===== src/rtl/gpio_in_capture.sv =====
// gpio_in_capture: input side of the GPIO bank.
// The module has four stages:
//   - synchronises the asynchronous gpio_pins;
//   - debounces them when GPIO_IN_DEBOUNCE_EN is defined;
//   - registers the clean levels on data_out;
//   - latches enabled rising/falling edges into a sticky, write-1-to-clear status word
//     that drives a level irq.
// Macro GPIO_IN_DEBOUNCE_EN:
//   - undefined (the default build): data_out follows the synchroniser every cycle and
//     DEBOUNCE_CYCLES is not used.
//   - defined: each pin has a counter that must see DEBOUNCE_CYCLES consecutive
//     differing samples before data_out changes.
module gpio_in_capture #(
    parameter int unsigned N_PINS          = 16,
    parameter int unsigned SYNC_STAGES     = 2,
    parameter int unsigned DEBOUNCE_CYCLES = 4
) (
    input  logic              clk,
    input  logic              reset,
    input  logic [N_PINS-1:0] gpio_pins,
    input  logic [N_PINS-1:0] rise_en,
    input  logic [N_PINS-1:0] fall_en,
    input  logic [N_PINS-1:0] irq_en,
    input  logic              clr_valid,
    input  logic [N_PINS-1:0] clr_mask,
    output logic [N_PINS-1:0] data_out,
    output logic [N_PINS-1:0] status,
    output logic              irq
);

    if (SYNC_STAGES < 2 || DEBOUNCE_CYCLES < 1) begin : g_param_check
        $error("gpio_in_capture: SYNC_STAGES must be >= 2 and DEBOUNCE_CYCLES >= 1");
    end

    logic [N_PINS-1:0] sync_chain_q [SYNC_STAGES];
    logic [N_PINS-1:0] sync_q;
    logic [N_PINS-1:0] data_q, data_d;
    logic [N_PINS-1:0] status_q, status_d;
    logic              irq_q, irq_d;
    logic [N_PINS-1:0] rise_evt, fall_evt, clr_bits;

    // Metastability chain: one flop stage per SYNC_STAGES, all pins in parallel.
    always_ff @(posedge clk) begin
        if (reset) begin
            for (int s = 0; s < int'(SYNC_STAGES); s++) begin
                sync_chain_q[s] <= '0;
            end
        end else begin
            sync_chain_q[0] <= gpio_pins;
            for (int s = 1; s < int'(SYNC_STAGES); s++) begin
                sync_chain_q[s] <= sync_chain_q[s-1];
            end
        end
    end

    assign sync_q = sync_chain_q[SYNC_STAGES-1];

`ifdef GPIO_IN_DEBOUNCE_EN
    localparam int unsigned CntW = $clog2(DEBOUNCE_CYCLES + 1);
    localparam logic [CntW-1:0] CntLast = CntW'(DEBOUNCE_CYCLES - 1);

    logic [CntW-1:0] cnt_q [N_PINS];
    logic [CntW-1:0] cnt_d [N_PINS];

    // Per-pin run counter: data_out only follows after an uninterrupted run of differences.
    always_comb begin
        data_d = data_q;
        for (int i = 0; i < int'(N_PINS); i++) begin
            cnt_d[i] = cnt_q[i];
            if (sync_q[i] == data_q[i]) begin
                cnt_d[i] = '0;
            end else if (cnt_q[i] == CntLast) begin
                data_d[i] = sync_q[i];
                cnt_d[i]  = '0;
            end else begin
                cnt_d[i] = cnt_q[i] + CntW'(1);
            end
        end
    end

    // Debounce counter state; reset discards any partially counted run.
    always_ff @(posedge clk) begin
        if (reset) begin
            for (int i = 0; i < int'(N_PINS); i++) begin
                cnt_q[i] <= '0;
            end
        end else begin
            for (int i = 0; i < int'(N_PINS); i++) begin
                cnt_q[i] <= cnt_d[i];
            end
        end
    end
`else
    // Without debounce the clean level is simply the synchroniser output.
    always_comb begin
        data_d = sync_q;
    end
`endif

    // Edge events, clear and irq next-state; an event set on the same edge beats a clear.
    always_comb begin
        rise_evt = data_d & ~data_q & rise_en;
        fall_evt = ~data_d & data_q & fall_en;
        clr_bits = clr_valid ? clr_mask : '0;
        status_d = (status_q & ~clr_bits) | rise_evt | fall_evt;
        irq_d    = |(status_d & irq_en);
    end

    // Registered outputs.
    always_ff @(posedge clk) begin
        if (reset) begin
            data_q   <= '0;
            status_q <= '0;
            irq_q    <= 1'b0;
        end else begin
            data_q   <= data_d;
            status_q <= status_d;
            irq_q    <= irq_d;
        end
    end

    assign data_out = data_q;
    assign status   = status_q;
    assign irq      = irq_q;

endmodule


===== config.mk =====
export PLATFORM = sky130hd
export DESIGN_NAME = gpio_in_capture
export DESIGN_NICKNAME = d
export VERILOG_FILES = /design/src/rtl/gpio_in_capture.sv
export SDC_FILE = /design/constraint.sdc
export NUM_CORES = 1
export LEC_CHECK = 0
export CELL_PAD_IN_SITES_DETAIL_PLACEMENT = 1
export CELL_PAD_IN_SITES_GLOBAL_PLACEMENT = 1
export CORE_ASPECT_RATIO = 1.75
export CORE_MARGIN = 2
export CORE_UTILIZATION = 31
export DETAILED_ROUTE_END_ITERATION = 7
export PLACE_DENSITY_LB_ADDON = 0.1
export SYNTH_ARGS = -nofsm -noshare
export SYNTH_HDL_FRONTEND = slang
export SYNTH_SLANG_ARGS = --single-unit

===== constraint.sdc =====
create_clock -name clk -period 2.4 [get_ports clk]
set_input_delay 0.48 -clock clk [delete_from_list [all_inputs] [get_ports clk]]
set_output_delay 0.48 -clock clk [all_outputs]
set_load 0.05 [all_outputs]

== Yosys cells after proc, flatten, opt, wreduce, memory -nomap -nowiden ==
Memory sizes are Yosys's and may differ from the RTL's.
Index checks and enable logic that the tools add are counted.
W data, S select, Z words.

* Output and inout bits: 33
* Flip-flop bits (word level): 33
* Bits in writable memories: 32
* Logic and storage cells: 24
* Memories: 1

* Muxes and demuxes: 6
* Bitwise gates (word level): 13
* Reduce and logical (&&, ||, !) cells: 1

{| class="wikitable"
|+ Memories
! memory !! depth !! width !! rd ports !! clocked after Yosys merged registers in !! wr ports !! line !! text
|-
| sync_chain_q || 2 || 16 || 2 || 0 || 2 || 35 || <nowiki>logic [N_PINS-1:0] sync_chain_q [SYNC_STAGES];</nowiki>
|}

{| class="wikitable"
|+ Operators with widths
! cell !! count
|-
| $and A16 B16 Y16 || 6
|-
| $mux W16 || 3
|-
| $not A16 Y16 || 3
|-
| $or A16 B16 Y16 || 2
|-
| $reduce_or A16 Y1 || 1
|-
| $mux W1 || 3
|-
| $or A1 B1 Y1 || 2
|}

== Depth between registers and ports, before layout ==
Gate-level depths: netlist of the first run.

* Depth after elaboration: 7
* Gate-level depth with buffers: 6
* Gate-level depth less buffers: 5

== Worst setup path before layout of the first run ==
No wires, ideal clock.

* Kind: register -> register
* From: reg data_q[2] (netlist: data_out[2])
* To: reg irq_q (netlist: irq)
* Arrival: 1.381 ns
* Setup slack: 0.886 ns
* Library setup time: 0.132 ns
* Cell stages (with the launch flop): 6
* Path buffers: 0
* Path through: dfxtp_1 -> and3b_1 -> o21ai_0 -> o2111ai_1 -> nor3_1 -> a31oi_1

* Cells in the longest elaborated chain, start to end: 7

{| class="wikitable"
|+ RTL lines
! what !! line !! text
|-
| start: declaration || 37 || <nowiki>logic [N_PINS-1:0] data_q, data_d;</nowiki>
|-
| start signal: assignment || 116 || <nowiki>data_q <= data_d;</nowiki>
|-
| $not A16 Y16 || 102 || <nowiki>rise_evt = data_d & ~data_q & rise_en;</nowiki>
|-
| $and A16 B16 Y16 (2 in a row) || 102 ||
|-
| $or A16 B16 Y16 || 105 || <nowiki>status_d = (status_q & ~clr_bits) | rise_evt | fall_evt;</nowiki>
|-
| $or A16 B16 Y16 (*) || 105 ||
|-
| $and A16 B16 Y16 (*) || 106 || <nowiki>irq_d = |(status_d & irq_en);</nowiki>
|-
| $reduce_or A16 Y1 (*) || 106 ||
|-
| end signal: assignment || 118 || <nowiki>irq_q <= irq_d;</nowiki>
|-
| end: declaration || 39 || <nowiki>logic irq_q, irq_d;</nowiki>
|}

Every way passes the cells marked *; elsewhere a longest branch is shown, timed or not.
A chain may end at the register's enable or synchronous reset.

== Worst setup path after layout of the first run ==
* From: reg data_q[13] (netlist: data_out[13])
* To: out data_out[13]

{| class="wikitable"
|+ RTL lines
! what !! line !! text
|-
| end: declaration || 26 || <nowiki>output logic [N_PINS-1:0] data_out,</nowiki>
|}

No word-level cell between the ends.

==> impl_metrics.prom, run 1 <==
# TYPE chip_impl_metric gauge
chip_impl_info{name="run_status",value="completed"} 1
chip_impl_metric{name="floorplan.die.height",unit="um"} 120.9
chip_impl_metric{name="placementRows",unit=""} 42
chip_impl_info{name="critical-path-slowest-cell",value="sky130_fd_sc_hd__clkdlybuf4s50_1"} 1
chip_impl_metric{name="synthToLayoutAreaGrowth",unit="%"} 63.48
chip_impl_metric{name="synth_sequential_area_ratio",unit=""} 0.5372
chip_impl_metric{name="clk_pin_slew_worst_paths",unit="ns"} 0.05
chip_impl_metric{name="powerDensity",unit="nW/um2"} 705.8
chip_impl_metric{name="worstMarginPinSlew",unit="ns"} 0.5375
chip_impl_metric{name="drt_first_pass_iters",unit=""} 5
chip_impl_metric{name="finalSetupViolCount",unit=""} 0
chip_impl_metric{name="irDropWorstVdd",unit="V"} 0.0004485
chip_impl_metric{name="layout_min_cycle_time",unit="ns"} 2.055
chip_impl_metric{name="drtIter0Drc",unit=""} 71
chip_impl_info{name="timing.rr.start",value="data_out[2]"} 1
chip_impl_metric{name="worstPathMaxFanout",unit=""} 5
chip_impl_info{name="hold_class",value="reg2reg"} 1
chip_impl_metric{name="vias_in_the_first_global_route",unit=""} 2358
chip_impl_metric{name="wire_per_inst",unit="um"} 15.68
chip_impl_metric{name="synth_async_sr_flop_share",unit=""} 0
chip_impl_info{name="cts_tree",value="done"} 1
chip_impl_metric{name="synth_enable_flop_cells",unit=""} 0
chip_impl_info{name="clk_root_buffer_cell",value="sky130_fd_sc_hd__clkbuf_16"} 1
chip_impl_info{name="layout_commonest_cell",value="sky130_fd_sc_hd__clkdlybuf4s50_1"} 1
chip_impl_info{name="critPathCaptureType",value="primary output"} 1
chip_impl_info{name="synthFlopType",value="sky130_fd_sc_hd__dfxtp_1"} 1
chip_impl_metric{name="grt_first_pass_wirelength",unit="um"} 11480
chip_impl_metric{name="floorplan.initialDensity",unit=""} 0.3201
chip_impl_metric{name="post_synth_instance_area",unit="um2"} 2422
chip_impl_metric{name="post_cts_resize_count",unit=""} 0
chip_impl_metric{name="synth.lib_cells_used.distinct",unit=""} 30
chip_impl_metric{name="placement_cell_area",unit="um2"} 3676
chip_impl_metric{name="ys_ff_latch",unit=""} 65
chip_impl_metric{name="cts_hold_repair.buffers",unit=""} 0
chip_impl_metric{name="cts_setup_buffers",unit=""} 0
chip_impl_metric{name="design.final.nets",unit=""} 458
chip_impl_metric{name="num_clock_sinks",unit=""} 65
chip_impl_metric{name="final_min_period_over_clock_period",unit=""} 0.8563
chip_impl_metric{name="drt-vias-per-instance",unit=""} 4.906
chip_impl_metric{name="tritoncts.num_buffers",unit=""} 9
chip_impl_metric{name="multi_input_area",unit="um2"} 1035
chip_impl_metric{name="routability_congestion_estimate_from_global_placement",unit=""} 0.8190
chip_impl_metric{name="io_buffers",unit=""} 115
chip_impl_metric{name="clock_insertion_delay_worst_skew",unit="ns"} 0.33
chip_impl_info{name="path_delay_family",value="buffers and inverters"} 1
chip_impl_metric{name="place.detailed.hpwl",unit="um"} 5637
chip_impl_metric{name="cp_slowest_stage_delay",unit="ns"} 0.84
chip_impl_metric{name="critical_path_buf_inv_count",unit=""} 1
chip_impl_metric{name="h-tree-depth",unit=""} 3
chip_impl_metric{name="drive_gt1_frac",unit=""} 0.06349
chip_impl_metric{name="max_slew_margin",unit=""} 0.6406
chip_impl_metric{name="static-leakage-power",unit="nW"} 1.497
chip_impl_metric{name="antenna_fix_cells",unit=""} 0
chip_impl_metric{name="post_layout_instance_area",unit="um2"} 3960
chip_impl_metric{name="synth_cells",unit=""} 254
chip_impl_metric{name="die_area",unit="um2"} 8565
chip_impl_info{name="synthTopCellsByArea",value="sky130_fd_sc_hd__dfxtp_1 (54%), sky130_fd_sc_hd__nor2b_1 (11%), sky130_fd_sc_hd__nand3b_1 (4.0%)"} 1
chip_impl_metric{name="grt_max_degree",unit=""} 52
chip_impl_metric{name="cts_buffer_depth",unit=""} 2
chip_impl_metric{name="crit_arrival",unit="ns"} 1.58
chip_impl_metric{name="post_synth.cell_area_avg",unit="um2"} 9.537
chip_impl_metric{name="core",unit="um2"} 7567
chip_impl_metric{name="overflow",unit=""} 0
chip_impl_metric{name="filler_cell_count",unit=""} 872
chip_impl_metric{name="achievable-frequency",unit="MHz"} 486.6
chip_impl_info{name="start_kind",value="flop"} 1
chip_impl_info{name="synth_top_cell_by_area",value="sky130_fd_sc_hd__dfxtp_1"} 1
chip_impl_metric{name="worst_clock_skew",unit="ns"} 0.005715
chip_impl_info{name="cp-startpoint",value="data_out[13]"} 1
chip_impl_metric{name="detail-route-antenna-nets",unit=""} 0
chip_impl_metric{name="drc",unit=""} 0
chip_impl_metric{name="num_vias",unit=""} 2286
chip_impl_metric{name="grt_use_total",unit=""} 0.1772
chip_impl_info{name="cp_cell_sequence",value="clkdlybuf4s50_1"} 1
chip_impl_metric{name="syn_warnings",unit=""} 0
chip_impl_metric{name="drv_slew",unit=""} 0
chip_impl_metric{name="die-width",unit="um"} 70.82
chip_impl_metric{name="grt_antenna_before_repair",unit=""} 0
chip_impl_info{name="critical_path_class",value="reg2out"} 1
chip_impl_info{name="rsz_0062_raised_after_global_routing",value="false"} 1
chip_impl_info{name="min-delay-start",value="sync_chain_q[0][15]"} 1
chip_impl_metric{name="post-synth-top-area-fraction",unit=""} 0.5372
chip_impl_metric{name="crit_required",unit="ns"} 1.92
chip_impl_metric{name="totalWireLength",unit="um"} 7307
chip_impl_metric{name="io-pin-count",unit=""} 116
chip_impl_metric{name="max_cap_viols",unit=""} 0
chip_impl_info{name="most-common-layout-cells",value="sky130_fd_sc_hd__clkdlybuf4s50_1 (114), sky130_fd_sc_hd__dfxtp_1 (65), sky130_fd_sc_hd__nor2b_1 (43)"} 1
chip_impl_metric{name="total_neg_setup_slack",unit="ns"} 0
chip_impl_metric{name="seq_area",unit="um2"} 1301
chip_impl_metric{name="total_nets_after_synthesis",unit=""} 337
chip_impl_metric{name="final_hold_viol_count",unit=""} 0
report_power, final:
part           switching [W]  total (W)  internal, W
Sequential         0.0000249    0.00115      0.00113
Clock               0.000450    0.00126     0.000813
Combinational       0.000176   0.000380     0.000204
Total               0.000650    0.00279      0.00214
layout make-up:
type                            instances  share of cell area
Clock inverter                          4             0.01137
Tap cell                               88             0.02780
Clock buffer                           10             0.06035
Sequential cell                        65              0.3286
Inverter                               13             0.01232
Multi-Input combinational cell        168              0.2613
Timing Repair Buffer                  118              0.2983
cells in the mapped netlist, types with 2 or more instances:
library cell,n
sky130_fd_sc_hd__a31oi_1,2
sky130_fd_sc_hd__nand3_1,8
sky130_fd_sc_hd__nand3b_1,13
sky130_fd_sc_hd__nor3_1,2
sky130_fd_sc_hd__nand2_4,2
sky130_fd_sc_hd__o22ai_1,2
sky130_fd_sc_hd__or2_2,3
sky130_fd_sc_hd__a211oi_1,2
sky130_fd_sc_hd__inv_1,13
sky130_fd_sc_hd__nor2_1,13
sky130_fd_sc_hd__clkbuf_1,6
sky130_fd_sc_hd__dfxtp_1,65
sky130_fd_sc_hd__o21ai_0,6
sky130_fd_sc_hd__nand2_1,20
sky130_fd_sc_hd__nor2b_1,43
sky130_fd_sc_hd__nand2b_1,2
sky130_fd_sc_hd__a32oi_1,5
sky130_fd_sc_hd__o2111ai_1,7
sky130_fd_sc_hd__a21oi_1,17
sky130_fd_sc_hd__and3b_1,5
sky130_fd_sc_hd__nand4b_1,9
state kept, by name, indices dropped and copies added (netlist names):
| register | count |
|---|---|
| sync_chain_q | 32 |
| data_out | 16 |
| status | 16 |
| irq | 1 |
cells by family (layout without fill, tap and decap cells):
group | count (synthesis) | after routing | synth area share
simple gates | 123 | 123 | 0.3063
flops | 65 | 65 | 0.5372
compound gates | 45 | 45 | 0.1209
buf+inv | 21 | 145 | 0.03564
metal layers:
layer / share of wire / routed length [um] / global-route usage
met5: 0 / 0 / 0
met4: 0.023 / 167 / 0.08844
met3: 0.064 / 468 / 0.04983
met2: 0.53 / 3844 / 0.3090
met1: 0.39 / 2826 / 0.1930
worst paths after layout:
check / endpoint / slack (ns) / cells past startpoint
min: sync_chain_q[0][31] / 0.43 / 1
max reg2reg: irq / 0.96 / 5
min reg2reg: sync_chain_q[0][31] / 0.43 / 1
max: data_out[13] / 0.34 / 1
stage by stage:
step	util	hold slack, ns	power, W	std cells	worst slack, ns
floorplan	-	0.4138	0.001339	254	0.8862
global placement	0.4858	0.4181	0.001550	452	0.3371
detailed placement	0.4858	0.4253	0.001557	452	0.2934
CTS	0.5233	0.4373	0.002828	466	0.3381
global route	0.5233	0.4493	0.002897	466	0.2950
finish	0.5233	0.4325	0.002795	466	0.3449
Note: power is estimated with default switching activity, not from simulation.
==> run 2, diff against run 1 <==
- RECOVER_POWER: unset -> 100
==> impl_metrics.prom, run 2 (synthesized netlist as in run 1, its figures left out) <==
# TYPE chip_impl_metric gauge
chip_impl_info{name="run_status",value="completed"} 1
chip_impl_info{name="path_delay_family",value="buffers and inverters"} 1
chip_impl_metric{name="cts_hold_repair.buffers",unit=""} 0
chip_impl_metric{name="cts_buffer_depth",unit=""} 2
chip_impl_metric{name="num_vias",unit=""} 2285
chip_impl_metric{name="final_hold_viol_count",unit=""} 0
chip_impl_metric{name="net_switching",unit="W"} 0.0006488
chip_impl_metric{name="drt_first_pass_iters",unit=""} 4
chip_impl_metric{name="critical_path_buf_inv_count",unit=""} 1
chip_impl_metric{name="achievable-frequency",unit="MHz"} 475.4
chip_impl_metric{name="intPower",unit="W"} 0.002133
chip_impl_info{name="start_kind",value="flop"} 1
chip_impl_metric{name="detail-route-antenna-nets",unit=""} 0
chip_impl_info{name="hold_class",value="reg2reg"} 1
chip_impl_info{name="most-common-layout-cells",value="sky130_fd_sc_hd__clkdlybuf4s50_1 (80), sky130_fd_sc_hd__dfxtp_1 (65), sky130_fd_sc_hd__nor2b_1 (43)"} 1
chip_impl_info{name="rsz_0062_raised_after_global_routing",value="false"} 1
chip_impl_metric{name="post_cts_resize_count",unit=""} 0
chip_impl_info{name="cp_cell_sequence",value="dlygate4sd3_1"} 1
chip_impl_metric{name="max_ffs_per_register",unit=""} 32
chip_impl_metric{name="crit_required",unit="ns"} 1.92
chip_impl_metric{name="num_clock_sinks",unit=""} 65
chip_impl_metric{name="placement_cell_area",unit="um2"} 3676
chip_impl_metric{name="vias_in_the_first_global_route",unit=""} 2358
chip_impl_metric{name="drtIter0Drc",unit=""} 74
chip_impl_metric{name="die-width",unit="um"} 70.82
chip_impl_metric{name="final_min_period_over_clock_period",unit=""} 0.8764
chip_impl_metric{name="powerDensity",unit="nW/um2"} 706.1
chip_impl_metric{name="drt-vias-per-instance",unit=""} 4.903
chip_impl_metric{name="worstMarginPinSlew",unit="ns"} 1.019
chip_impl_metric{name="die_area",unit="um2"} 8565
chip_impl_metric{name="irDropWorstVdd",unit="V"} 0.0004469
chip_impl_metric{name="total_neg_setup_slack",unit="ns"} 0
chip_impl_metric{name="worstPathMaxFanout",unit=""} 5
chip_impl_metric{name="post_layout_instance_area",unit="um2"} 3940
chip_impl_metric{name="grt_max_degree",unit=""} 52
chip_impl_metric{name="place.detailed.hpwl",unit="um"} 5637
chip_impl_metric{name="h-tree-depth",unit=""} 3
chip_impl_metric{name="clock_insertion_delay_worst_skew",unit="ns"} 0.33
chip_impl_metric{name="grt_first_pass_wirelength",unit="um"} 11480
chip_impl_metric{name="post_layout_nonfiller_instances",unit=""} 466
chip_impl_metric{name="power.sequential.fraction",unit=""} 0.414
chip_impl_metric{name="clk_pin_slew_worst_paths",unit="ns"} 0.05
chip_impl_metric{name="drv_slew",unit=""} 0
chip_impl_metric{name="routability_congestion_estimate_from_global_placement",unit=""} 0.8190
chip_impl_metric{name="finalSetupViolCount",unit=""} 0
chip_impl_metric{name="io_buffers",unit=""} 115
chip_impl_info{name="critical_path_class",value="reg2out"} 1
chip_impl_metric{name="grt_use_total",unit=""} 0.1772
chip_impl_metric{name="floorplan.initialDensity",unit=""} 0.3201
chip_impl_metric{name="drc",unit=""} 0
chip_impl_metric{name="grt_antenna_before_repair",unit=""} 0
chip_impl_metric{name="design.final.nets",unit=""} 458
chip_impl_metric{name="totalWireLength",unit="um"} 7301
chip_impl_info{name="largest_register_by_flop_count",value="sync_chain_q"} 1
chip_impl_metric{name="antenna_fix_cells",unit=""} 0
chip_impl_metric{name="sw_frac_of_total",unit=""} 0.2332
chip_impl_metric{name="wire_per_inst",unit="um"} 15.67
chip_impl_metric{name="postLayoutSetupSlackWorst",unit="ns"} 0.2966
chip_impl_metric{name="p_comb_frac",unit=""} 0.132
chip_impl_info{name="critical-path-slowest-cell",value="sky130_fd_sc_hd__dlygate4sd3_1"} 1
chip_impl_info{name="layout_commonest_cell",value="sky130_fd_sc_hd__clkdlybuf4s50_1"} 1
chip_impl_metric{name="synthToLayoutAreaGrowth",unit="%"} 62.66
chip_impl_metric{name="tritoncts.num_buffers",unit=""} 9
chip_impl_info{name="clk_root_buffer_cell",value="sky130_fd_sc_hd__clkbuf_16"} 1
chip_impl_info{name="cts_tree",value="done"} 1
chip_impl_metric{name="overflow",unit=""} 0
chip_impl_metric{name="pre_cts_slack",unit="ns"} 0.2934
chip_impl_metric{name="placementRows",unit=""} 42
chip_impl_metric{name="drive_gt1_frac",unit=""} 0.05820
chip_impl_metric{name="floorplan.die.height",unit="um"} 120.9
chip_impl_metric{name="io-pin-count",unit=""} 116
chip_impl_metric{name="worst_clock_skew",unit="ns"} 0.006219
chip_impl_metric{name="layout_min_cycle_time",unit="ns"} 2.103
chip_impl_metric{name="max_cap_viols",unit=""} 0
chip_impl_metric{name="core",unit="um2"} 7567
chip_impl_metric{name="cp_slowest_stage_delay",unit="ns"} 0.90
chip_impl_metric{name="placed_cells",unit=""} 452
chip_impl_metric{name="power.clock.fraction",unit=""} 0.454
chip_impl_metric{name="crit_arrival",unit="ns"} 1.62
chip_impl_metric{name="report.power.total",unit="W"} 0.002782
chip_impl_metric{name="max_slew_margin",unit=""} 0.3208
chip_impl_metric{name="static-leakage-power",unit="nW"} 1.588
chip_impl_info{name="critPathCaptureType",value="primary output"} 1
chip_impl_metric{name="cts_setup_buffers",unit=""} 0
## run 2: path summary, 6_finish.rpt
kind	from	end	slack, ns	cells after the start
max	data_out[13]	data_out[13]	0.30	1
min	sync_chain_q[0][12]	sync_chain_q[0][28]	0.43	1
max reg2reg	data_out[2]	irq	0.94	5
min reg2reg	sync_chain_q[0][12]	sync_chain_q[0][28]	0.43	1
## run 2: area by class of cell
type | count | area [um2]
sequential | 65 | 1301
inverter | 13 | 48.80
tap | 88 | 110.1
multi-input combinational | 168 | 1035
clock buffer | 10 | 239.0
clock inverter | 4 | 45.04
timing repair buffer | 118 | 1161
fill | 876 | 3627
## run 2: through the flow
| stage | util | hold slack, ns |
|---|---|---|
| finish | 0.5207 | 0.4334 |
| global route | 0.5207 | 0.4493 |
| CTS | 0.5233 | 0.4373 |
| detailed placement | 0.4858 | 0.4253 |
| global placement | 0.4858 | 0.4181 |
| floorplan | - | 0.4138 |
## run 2: metal layers
metal,vias to the layer above,GRT usage,routed length [um]
met5,-,0,0
li1,1121,-,-
met2,72,0.3090,3852
met3,11,0.04983,465
met4,0,0.08844,167
met1,1081,0.1930,2815
## run 2: power groups by stage
stage | clock network (W) | logic (W) | registers, W
4_1_cts | 0.00129 | 0.000385 | 0.00115
3_3_place_gp | 0 | 0.000378 | 0.00117
3_5_place_dp | 0 | 0.000382 | 0.00117
5_1_grt | 0.00133 | 0.000397 | 0.00116
6_report | 0.00126 | 0.000368 | 0.00115
2_1_floorplan | 0 | 0.0000954 | 0.00124
